## config.mk

```make
export PLATFORM = sky130hd
export DESIGN_NAME = vn_iter_update_ctrl
export DESIGN_NICKNAME = d
export VERILOG_FILES = /design/src/rtl/vn_iter_update_ctrl_pkg.sv /design/src/rtl/vn_we_align_pipe.sv /design/src/rtl/vn_iter_update_ctrl.sv
export SDC_FILE = /design/constraint.sdc
export NUM_CORES = 1
export LEC_CHECK = 0
export BUFFER_PORTS_ARGS = -buffer_cell sky130_fd_sc_hd__buf_2
export CAP_MARGIN = 40
export CORE_MARGIN = 10
export CORE_UTILIZATION = 35
export DETAILED_ROUTE_END_ITERATION = 12
export HOLD_SLACK_MARGIN = 0.02
export PLACE_DENSITY = 0.59
export SYNTH_ARGS = -nofsm -noshare
export SYNTH_HDL_FRONTEND = slang
export SYNTH_SLANG_ARGS = --single-unit
```

## constraint.sdc

```tcl
create_clock -name write_clk -period 1.6 [get_ports write_clk]
set_input_delay 0.48 -clock write_clk [delete_from_list [all_inputs] [get_ports write_clk]]
set_output_delay 0.48 -clock write_clk [all_outputs]
set_load 0.05 [all_outputs]
```

## src/rtl/vn_iter_update_ctrl_pkg.sv

```systemverilog
// Shared VN decoding-control constants: iteration/page geometry, ROM latency and the
// iteration-update FSM encoding.
package vn_iter_update_ctrl_pkg;

  localparam int VN_ITER_NUM = 25;
  localparam int VN_PAGE_NUM = 64;
  localparam int VN_ROM_LAT  = 1;

  typedef enum logic [2:0] {
    ST_IDLE  = 3'd0,
    ST_ARM   = 3'd1,
    ST_FETCH = 3'd2,
    ST_DRAIN = 3'd3,
    ST_DONE  = 3'd4
  } vn_upd_state_t;

endpackage

```

## src/rtl/vn_we_align_pipe.sv

```systemverilog
// Valid shift register (DEPTH deep) aligning the IB-RAM write enable with latch output data.
// Latency DEPTH cycles; no backpressure, it always shifts.
module vn_we_align_pipe #(
  parameter int DEPTH = 2
) (
  input  logic write_clk,
  input  logic rstn,
  input  logic fetch_vld,
  output logic we
);

  logic [DEPTH-1:0] sr;

  always_ff @(posedge write_clk or negedge rstn) begin
    if (!rstn) begin
      sr <= '0;
    end else begin
      sr <= (sr << 1) | DEPTH'(fetch_vld);
    end
  end

  assign we = sr[DEPTH-1];

endmodule

```

## src/rtl/vn_iter_update_ctrl.sv

```systemverilog
// Sequences one IB-ROM page sweep into vn_mem_latch and the aligned IB-RAM write port.
// Request to update_done is PAGE_NUM+ROM_LAT+3 cycles; requests while busy are rejected via req_err.
module vn_iter_update_ctrl
  import vn_iter_update_ctrl_pkg::*;
#(
  parameter int ITER_ADDR_BW = 5,
  parameter int ITER_NUM     = VN_ITER_NUM,
  parameter int PAGE_ADDR_BW = 6,
  parameter int PAGE_NUM     = VN_PAGE_NUM,
  parameter int ROM_LAT      = VN_ROM_LAT
) (
  input  logic                    write_clk,
  input  logic                    rstn,
  input  logic                    iter_update_req,
  input  logic [ITER_ADDR_BW-1:0] iter_target,
  output logic [ITER_ADDR_BW-1:0] latch_iter,
  output logic                    rom_port_fetch,
  output logic                    ram_we,
  output logic [PAGE_ADDR_BW-1:0] ram_waddr,
  output logic                    busy,
  output logic                    update_done,
  output logic                    req_err
);

  localparam int FCNT_BW = $clog2(PAGE_NUM + 1);
  localparam int DCNT_BW = 3;
  localparam logic [FCNT_BW-1:0] FETCH_LAST = FCNT_BW'(PAGE_NUM - 1);
  localparam logic [DCNT_BW-1:0] DRAIN_LAST = DCNT_BW'(ROM_LAT);

  vn_upd_state_t      state_q, state_d;
  logic [FCNT_BW-1:0] fetch_cnt_q, fetch_cnt_d;
  logic [DCNT_BW-1:0] drain_cnt_q, drain_cnt_d;
  logic               target_ok;
  logic               accept;
  logic               reject;
  logic               err_pend_q;
  logic               fetch_vld;

  assign target_ok = {1'b0, iter_target} < (ITER_ADDR_BW + 1)'(ITER_NUM);
  assign fetch_vld = (state_q == ST_FETCH);

  always_comb begin
    state_d     = state_q;
    fetch_cnt_d = fetch_cnt_q;
    drain_cnt_d = drain_cnt_q;
    accept      = 1'b0;
    case (state_q)
      ST_IDLE: begin
        if (iter_update_req && target_ok) begin
          accept  = 1'b1;
          state_d = ST_ARM;
        end
      end
      ST_ARM: begin
        state_d     = ST_FETCH;
        fetch_cnt_d = '0;
      end
      ST_FETCH: begin
        if (fetch_cnt_q == FETCH_LAST) begin
          state_d     = ST_DRAIN;
          drain_cnt_d = '0;
        end else begin
          fetch_cnt_d = fetch_cnt_q + 1'b1;
        end
      end
      ST_DRAIN: begin
        if (drain_cnt_q == DRAIN_LAST) begin
          state_d = ST_DONE;
        end else begin
          drain_cnt_d = drain_cnt_q + 1'b1;
        end
      end
      ST_DONE: state_d = ST_IDLE;
      default: state_d = ST_IDLE;
    endcase
    reject = iter_update_req && !accept;
  end

  // Outputs are registered from the next state so they line up with the state they describe.
  always_ff @(posedge write_clk or negedge rstn) begin
    if (!rstn) begin
      state_q        <= ST_IDLE;
      fetch_cnt_q    <= '0;
      drain_cnt_q    <= '0;
      latch_iter     <= '0;
      rom_port_fetch <= 1'b0;
      busy           <= 1'b0;
      update_done    <= 1'b0;
      req_err        <= 1'b0;
      err_pend_q     <= 1'b0;
    end else begin
      state_q        <= state_d;
      fetch_cnt_q    <= fetch_cnt_d;
      drain_cnt_q    <= drain_cnt_d;
      if (accept) begin
        latch_iter <= iter_target;
      end
      rom_port_fetch <= state_d inside {ST_FETCH, ST_DRAIN, ST_DONE};
      busy           <= (state_d != ST_IDLE);
      update_done    <= (state_d == ST_DONE);
      // A rejection that would land on the update_done cycle is held back by one cycle.
      if (state_d == ST_DONE) begin
        req_err    <= 1'b0;
        err_pend_q <= reject;
      end else begin
        req_err    <= reject | err_pend_q;
        err_pend_q <= 1'b0;
      end
    end
  end

  vn_we_align_pipe #(
    .DEPTH (ROM_LAT + 1)
  ) u_we_align (
    .write_clk (write_clk),
    .rstn      (rstn),
    .fetch_vld (fetch_vld),
    .we        (ram_we)
  );

  always_ff @(posedge write_clk or negedge rstn) begin
    if (!rstn) begin
      ram_waddr <= '0;
    end else if (state_q == ST_IDLE) begin
      ram_waddr <= '0;
    end else if (ram_we) begin
      ram_waddr <= ram_waddr + 1'b1;
    end
  end

endmodule

```

==> metrics.txt, run 1 <==
status=finished clean; largest net degree at the start of global routing=17; # clock sinks=31; CP arrival=1.74 ns; vias in the first global route=1,069; Pins Over Slew Limit=0; Routed Antenna Nets=0; Rows=22; DR WL/cell=13.2 µm; die height=83.0 µm; syn avg cell area=11.5 µm²; DIE WIDTH=83.0 µm; Worst path slowest cell=dfrtp_1; maxcap violations=0; reg2reg path depth=4; clock buffer depth=2; Final GP Congestion=0.802; critical path class=reg2reg; H-tree Lvls=2; CTS root buf=clkbuf_8; Worst Hold Class=in2async; hold_buf cts=0; cell area after synthesis=1390 µm²; final period utilization=97.7%; crit path cell chain=or3b_4, nor4_4, a31oi_2, a21o_1; crit path launch type=register; crit-path max cell delay=0.43 ns; dpl hpwl=2230 µm; Seq cells post-synth=31; final setup vio count=0; RSZ-0062 raised after global routing=true; Num CTS Buffers=5; Fin. Hold Viols=0; DRT Pass-1 Iters=4; warnings from Yosys=0; vias after detailed routing=1,034; Final min period=1.56 ns; placed cell area=1670 µm²; CP Capture Type=register; Final Non-Filler Cells=213; PwrDens=830 nW/µm²; endpoint of the worst register-to-register path=drain_cnt_q[0]; share of cells above drive strength 1=36.4%; I/O Buffers=23; core footprint=3740 µm²; FFs w/ async S/R, synth=100%; fin nets=176; fin area=1810 µm²; Seq/Total Area, Yosys=55.9%; initial antenna violation count=0; ys flop type=dfrtp_1; maximum VDD drop=0.000430 V; Worst-Margin Slew=0.392 ns; Ports=24; Leak Pwr=0.832 nW; Post-Place Setup Slack=-0.0252 ns; residual DRC count=0; TritonCTS clock tree=done; area delta synth->final=30.0%; Max Clk Rate=640 MHz; worst setup margin=0.0371 ns; Clk Latency, worst-skew pair=0.28 ns; clk_skew=0.00310 ns; CP max FO=4; Distinct cells, synth=36; Starting Density=37.1%; # placed instances=205; initial detailed-routing violation count=37; number of flops mapped to enable cells by yosys=0; fillers=373; routed wire length=2810 µm; register-to-register setup slack=0.04 ns; GRT Overall Usage=8.44%; clock slew at reported path FFs=0.06 ns; slew margin rel.=73.8%; total die area=6890 µm²; Critical Path RT=1.78 ns; n_diodes=0; grt ovf=0; first-pass GRT wire length=4780 µm; Reg-to-Reg Start=state_q[0]; Syn Inst Count=121; Vias/cell=4.85; syn_nets=133
## power breakdown
part           internal [mW]  switching (mW)  total [mW]
Clock                  0.392           0.278       0.670
Combinational         0.0147          0.0280      0.0427
Sequential             0.785        0.000193       0.786
Total                   1.19           0.306        1.50
## placed cells by master (no fill, tap or decap), drive strengths merged, types with 2 or more instances in the layout
master / Yosys / routed
dfrtp: 31 / 31
nor3: 3 / 3
nor2: 11 / 11
o21ai: 6 / 6
a21oi: 5 / 5
or3: 2 / 2
o311ai: 2 / 2
nand4: 3 / 3
o31ai: 2 / 2
xnor2: 2 / 2
clkbuf: 0 / 9
a31oi: 2 / 2
inv: 7 / 7
mux2: 4 / 4
xor2: 5 / 5
and3: 3 / 3
nand3: 4 / 4
buf: 2 / 37
ha: 4 / 4
nand2: 10 / 10
nor2b: 2 / 2
## per-layer routing
layer | GRT usage [%] | up-vias | routed length (µm)
li1 | - | 507 | -
met1 | 8.68 | 502 | 1200
met2 | 13.8 | 17 | 1420
met3 | 2.73 | 8 | 103
met4 | 6.62 | 0 | 89
met5 | 0 | - | 0
## stage by stage
stage	power [mW]	hold slack [ns]	utilization [%]	TNS, ns
CTS	1.53	0.120	47.8	0
finish	1.50	0.113	48.2	0
global placement	0.843	0.336	44.6	-0.0880
global route	1.56	0.130	48.2	-0.0816
floorplan	0.808	0.184	-	0
detailed placement	0.844	0.335	44.6	-0.107
## sequential cells by signal, summed over array words and instances (netlist names)
| signal | cells |
|---|---|
| busy | 1 |
| drain_cnt_q | 3 |
| err_pend_q | 1 |
| fetch_cnt_q | 7 |
| latch_iter | 5 |
| ram_waddr | 6 |
| req_err | 1 |
| rom_port_fetch | 1 |
| state_q | 3 |
| u_we_align.sr | 2 |
| update_done | 1 |
## worst max-delay path: cells and delay by family, from the launching register on
kind	cells	cell delay [ns]
DFF	1	0.43
and+or+nand+nor	2	0.76
AOI/OAI and AO/OA	2	0.27
## worst max-delay path by stage
| stage | startpoint | end | slack (ns) | depth (start not counted) |
|---|---|---|---|---|
| after floorplan | fetch_cnt_q[0] | fetch_cnt_q[5] | 0.003 | 5 |
| after global placement | iter_target[2] | latch_iter[0] | -0.02 | 5 |
| after detailed placement | iter_target[2] | latch_iter[2] | -0.03 | 5 |
| after CTS | state_q[0] | drain_cnt_q[0] | 0.006 | 4 |
| after global routing | state_q[0] | drain_cnt_q[0] | -0.03 | 4 |
| final | state_q[0] | drain_cnt_q[0] | 0.04 | 4 |
## cell type report
class,count,area (µm²),area share [%]
clock buffers,8,100,5.54
inverters,7,26.3,1.46
multi-input cells,81,601,33.3
flip-flops and latches,31,776,43.0
well taps,48,60.1,3.33
repair buffers,38,243,13.4
## what timing repair did
action                                  4_1_cts  5_1_grt
setup buffers                                 0        0
gates resized for setup                       2        4
gates cloned                                  0        0
pin swaps                                     0        1
endpoints found under the setup margin        2        7
## cells by family (layout without fill, tap and decap cells)
kind of cell | Yosys count | after routing | synth area share [%]
AO/OA/AOI/OAI | 20 | 20 | 10.0
XOR/XNOR | 7 | 7 | 4.96
adder cells (fa/ha/maj) | 4 | 4 | 3.60
AND/OR/NAND/NOR | 45 | 45 | 18.4
flip-flops | 31 | 31 | 55.9
buffers and inverters | 9 | 53 | 3.24
multiplexers | 5 | 5 | 3.96
## synthesized netlist by cell type (2+ instances only)
cell / number / area share, %
inv_1: 7 / 1.9
nor2_1: 11 / 3.0
nor3_1: 2 / 0.72
o21ai_0: 6 / 2.2
nand4_1: 3 / 1.4
mux2_2: 4 / 3.2
o31ai_1: 2 / 1.1
and3_1: 3 / 1.4
a21oi_1: 5 / 1.8
or3_1: 2 / 0.90
nand3_1: 3 / 1.1
xor2_1: 4 / 2.5
xnor2_1: 2 / 1.3
dfrtp_1: 31 / 56
ha_1: 4 / 3.6
nand2_1: 10 / 2.7
nor2b_1: 2 / 0.90
a31oi_1: 2 / 0.90
Power figures use the tool's default switching activity.
==> run 2, diff against run 1 <==
--- a/config.mk
+++ b/config.mk
@@ -7,6 +7,7 @@
 export LEC_CHECK = 0
 export BUFFER_PORTS_ARGS = -buffer_cell sky130_fd_sc_hd__buf_2
 export CAP_MARGIN = 40
+export CORE_ASPECT_RATIO = 0.9
 export CORE_MARGIN = 10
 export CORE_UTILIZATION = 35
 export DETAILED_ROUTE_END_ITERATION = 12
==> metrics.txt, run 2 (synthesized netlist as in run 1, its figures left out) <==
DR WL/cell=13.5 µm; Routed Antenna Nets=0; register-to-register setup slack=0.04 ns; clk_skew=0.00530 ns; PwrDens=863 nW/µm²; Num CTS Buffers=5; Critical Path RT=1.82 ns; core footprint=3780 µm²; initial detailed-routing violation count=40; kind of cell adding the most delay to the critical path=flip-flops; final setup vio count=0; Top reg by flops=fetch_cnt_q; max reg flops=7; clock slew at reported path FFs=0.06 ns; Fin Setup TNS=0 ns; clock buffer depth=2; I/O Buffers=23; Fin. Hold Viols=0; grt ovf=0; reg2reg path depth=5; CTS root buf=clkbuf_8; first-pass GRT wire length=4910 µm; Reg-to-Reg Start=state_q[1]; register area=778 µm²; status=finished clean; post-layout util=49.5%; Leak Pwr=0.880 nW; vias in the first global route=1,090; Worst Hold Class=in2async; residual DRC count=0; critical path launch point=state_q[1]; fillers=358; largest net degree at the start of global routing=17; Buf+Inv Stages, Crit Path=1; critical path class=reg2reg; maxcap violations=0; RSZ-0062 raised after global routing=true; Clk Latency, worst-skew pair=0.29 ns; placed cell area=1700 µm²; endpoint of the worst register-to-register path=fetch_cnt_q[5]; TritonCTS clock tree=done; DIE WIDTH=86.4 µm; # clock sinks=31; area delta synth->final=35.0%; Pins Over Slew Limit=0; routed wire length=2950 µm; crit path cell chain=xor2_2, o311ai_2, buf_4, or4_4, a21oi_2; Starting Density=36.7%; Vias/cell=4.81; H-tree Lvls=2; n_diodes=0; CP arrival=1.78 ns; crit path launch type=register; CP max FO=7; crit-path max cell delay=0.44 ns; Worst-Margin Slew=0.402 ns; Ports=24; Rows=21; fin area=1870 µm²; critical path depth in cells=5; CP Capture Type=register; final period utilization=97.7%; Max Clk Rate=640 MHz; maximum VDD drop=0.000531 V; Final min period=1.56 ns; die height=79.8 µm; most common cell after layout, fill and taps aside=dfrtp_1; share of cells above drive strength 1=42.4%; DRT Pass-1 Iters=4; most frequent cells in the layout=dfrtp_1 (29), buf_2 (23), buf_4 (20); GRT Overall Usage=9.02%; initial antenna violation count=0; Final GP Congestion=0.786; Worst Setup EP=fetch_cnt_q[5]; biggest registers after layout=fetch_cnt_q: 7 flops, ram_waddr: 6 flops, latch_iter: 5 flops; dpl hpwl=2270 µm; total die area=6890 µm²; slew margin rel.=73.0%; Worst path slowest cell=dfrtp_2; footprint of the multi-input gates=598 µm²; vias after detailed routing=1,049; fin nets=183
[run 2: cell count changes in the layout (fill, tap and decap cells not counted), sizes merged]
cell / change
buf: +8
clkbuf: -3
bufinv: +1
clkinv: +1
[run 2: cell type report]
cell class                      count  share of cell area (%)
Clock buffer                        6                    4.41
Timing Repair Buffer               45                    15.8
Tap cell                           46                    3.07
Sequential cell                    31                    41.5
Inverter                            7                    1.40
Multi-Input combinational cell     81                    31.9
Clock inverter                      2                    1.87
[run 2: how the worst min path moves through the flow]
stage	from	endpoint	slack, ns	cells past startpoint
global placement	u_we_align.sr[0]	u_we_align.sr[1]	0.34	0
floorplan	rstn	busy	0.18	0
CTS	rstn	ram_waddr[1]	0.11	1
detailed placement	u_we_align.sr[0]	u_we_align.sr[1]	0.35	0
finish	rstn	ram_waddr[1]	0.11	1
global route	rstn	ram_waddr[1]	0.12	1
[run 2: timing repair]
| action | 4_1_cts | 5_1_grt |
|---|---|---|
| pin swaps | 1 | 7 |
| setup buffers | 0 | 3 |
| endpoints found under the setup margin | 4 | 7 |
| hold buffers | 0 | 0 |
| resized for setup | 3 | 9 |
[run 2: per-stage QoR]
step | hold WS (ns) | std cells | power, mW | worst slack, ns
final | 0.109 | 218 | 1.62 | 0.0372
after global placement | 0.336 | 207 | 0.843 | -0.000201
after detailed placement | 0.350 | 207 | 0.844 | -0.0414
after global routing | 0.120 | 218 | 1.69 | -0.0253
after CTS | 0.108 | 215 | 1.65 | -0.00681
after floorplan | 0.184 | 121 | 0.808 | 0.00342
[run 2: layer usage]
metal	vias up	track usage (%)	part of all wire, %	wire length [µm]
met5	-	0	0	0
met4	0	4.85	1.9	57
met3	6	4.90	7.3	216
met2	17	14.6	49	1460
met1	506	9.17	41	1220
li1	520	-	-	-
[run 2: power breakdown]
group | internal, mW | switching (mW) | leakage, nW
Sequential | 0.785 | 0.000391 | 0.368
Clock | 0.503 | 0.287 | 0.0612
Combinational | 0.0147 | 0.0279 | 0.452
Total | 1.30 | 0.315 | 0.880
==> run 3, diff against run 2 <==
--- a/config.mk
+++ b/config.mk
@@ -7,9 +7,9 @@
 export LEC_CHECK = 0
 export BUFFER_PORTS_ARGS = -buffer_cell sky130_fd_sc_hd__buf_2
 export CAP_MARGIN = 40
-export CORE_ASPECT_RATIO = 0.9
 export CORE_MARGIN = 10
 export CORE_UTILIZATION = 35
+export CTS_BUF_LIST = sky130_fd_sc_hd__clkbuf_4
 export DETAILED_ROUTE_END_ITERATION = 12
 export HOLD_SLACK_MARGIN = 0.02
 export PLACE_DENSITY = 0.59
==> metrics.txt, run 3 (synthesized netlist as in run 1, its figures left out) <==
fin nets=176; PwrDens=715 nW/µm²; share of cells above drive strength 1=36.4%; clock buffer depth=2; CP arrival=1.77 ns; clock slew at reported path FFs=0.10 ns; die height=83.0 µm; grt ovf=0; GRT Overall Usage=8.30%; slew margin rel.=73.6%; largest net degree at the start of global routing=17; CP Capture Type=register; clk_skew=0.00869 ns; biggest registers after layout=fetch_cnt_q: 7 flops, ram_waddr: 6 flops, latch_iter: 5 flops; dpl hpwl=2230 µm; part of the power in the clock network=34.2%; Routed Antenna Nets=0; Vias/cell=4.84; Top reg by flops=fetch_cnt_q; status=finished clean; area delta synth->final=26.7%; CTS root buf=clkbuf_4; Starting Density=37.1%; # clock sinks=31; crit path launch type=register; Flop pwr share=62.4%; first-pass GRT wire length=4760 µm; Final GP Congestion=0.802; crit path cell chain=or3b_4, nor4_4, a31oi_2, a21o_1; DR WL/cell=13.2 µm; max reg flops=7; Worst path slowest cell=dfrtp_1; fillers=380; Fin Setup TNS=0 ns; core footprint=3740 µm²; Rows=22; DRT Pass-1 Iters=4; Ports=24; Num CTS Buffers=5; vias after detailed routing=1,030; Worst Hold Class=in2async; maximum VDD drop=0.000390 V; Pins Over Slew Limit=0; maxcap violations=0; initial detailed-routing violation count=29; total die area=6890 µm²; NetSw=279 µW; TritonCTS clock tree=done; Fin. Hold Viols=0; Max Clk Rate=644 MHz; I/O Buffers=23; CP max FO=4; fin area=1760 µm²; Critical Path RT=1.82 ns; final setup vio count=0; placed cell area=1670 µm²; Leak Pwr=0.811 nW; routed wire length=2820 µm; most frequent cells in the layout=dfrtp_1 (30), buf_2 (22), buf_4 (15); Sw Ratio=22.2%; vias in the first global route=1,059; Final min period=1.55 ns; P_int=978 µW; Worst-Margin Slew=0.395 ns; most common cell after layout, fill and taps aside=dfrtp_1; postcts setup bufs=0; H-tree Lvls=2; residual DRC count=0; critical path class=reg2reg; Clk Latency, worst-skew pair=0.32 ns; RSZ-0062 raised after global routing=true; Combinational Power Share=3.4%; DIE WIDTH=83.0 µm; final period utilization=97.0%; crit-path max cell delay=0.43 ns; n_diodes=0; initial antenna violation count=0
## run 3: cell types whose count changed in the layout (fill, tap and decap cells not counted), sizes merged
cell / delta
bufinv: -1
clkinv: +1
buf: -7
## run 3: path summary, 6_finish.rpt
kind	cells after the start	endpoint	start	slack, ns
min in group write_clk	0	u_we_align.sr[1]	u_we_align.sr[0]	0.35
worst min-delay path	1	fetch_cnt_q[6]	rstn	0.07
worst min register to register	0	u_we_align.sr[1]	u_we_align.sr[0]	0.35
worst max register to register	4	drain_cnt_q[0]	state_q[0]	0.05
max in group asynchronous	2	u_we_align.sr[1]	rstn	1.11
worst max-delay path	4	drain_cnt_q[0]	state_q[0]	0.05
## run 3: repair_timing
action / in CTS / in global routing
setup endpoints to repair: 5 / 7
hold buffers: 0 / 0
hold endpoints to repair: 0 / 0
pin swaps: 0 / 1
resized for setup: 3 / 4
## run 3: layout make-up
cell class	instances	area, µm²	area share, %
Sequential cell	31	777	44.2
Clock inverter	2	7.51	0.427
Multi-Input combinational cell	81	601	34.1
Tap cell	48	60.1	3.41
Timing Repair Buffer	38	243	13.8
Inverter	7	26.3	1.49
Clock buffer	6	45.0	2.56
## run 3: power groups by stage
| stage | Combinational, mW | Clock [mW] | Sequential (mW) |
|---|---|---|---|
| 3_5_place_dp | 0.0447 | 0 | 0.800 |
| 6_report | 0.0427 | 0.430 | 0.784 |
| 5_1_grt | 0.0485 | 0.494 | 0.784 |
| 2_1_floorplan | 0.00289 | 0 | 0.805 |
| 4_1_cts | 0.0449 | 0.456 | 0.784 |
| 3_3_place_gp | 0.0429 | 0 | 0.800 |
## run 3: metrics by stage
step	utilization, %	total power [mW]	hold WS, ns	setup slack, ns	std cells
detailed placement	44.6	0.844	0.335	-0.0252	205
floorplan	-	0.808	0.184	0.00342	121
global route	47.0	1.33	0.0625	-0.0326	213
global placement	44.6	0.843	0.336	-0.0226	205
CTS	46.6	1.28	0.0628	0.00224	213
finish	47.0	1.26	0.0651	0.0480	213
## run 3: metal layers
metal | track usage (%) | part of all wire (%) | vias up
li1 | - | - | 509
met1 | 8.68 | 44 | 499
met2 | 13.8 | 51 | 18
met3 | 3.91 | 4.6 | 4
met4 | 3.85 | 1.2 | 0
met5 | 0 | 0 | -
## run 3: worst max-delay path: cells and delay by family, from the launching register on
| family | cells | cell delay (ns) |
|---|---|---|
| AO/OA/AOI/OAI | 2 | 0.29 |
| flip-flops | 1 | 0.43 |
| AND/OR/NAND/NOR | 2 | 0.74 |
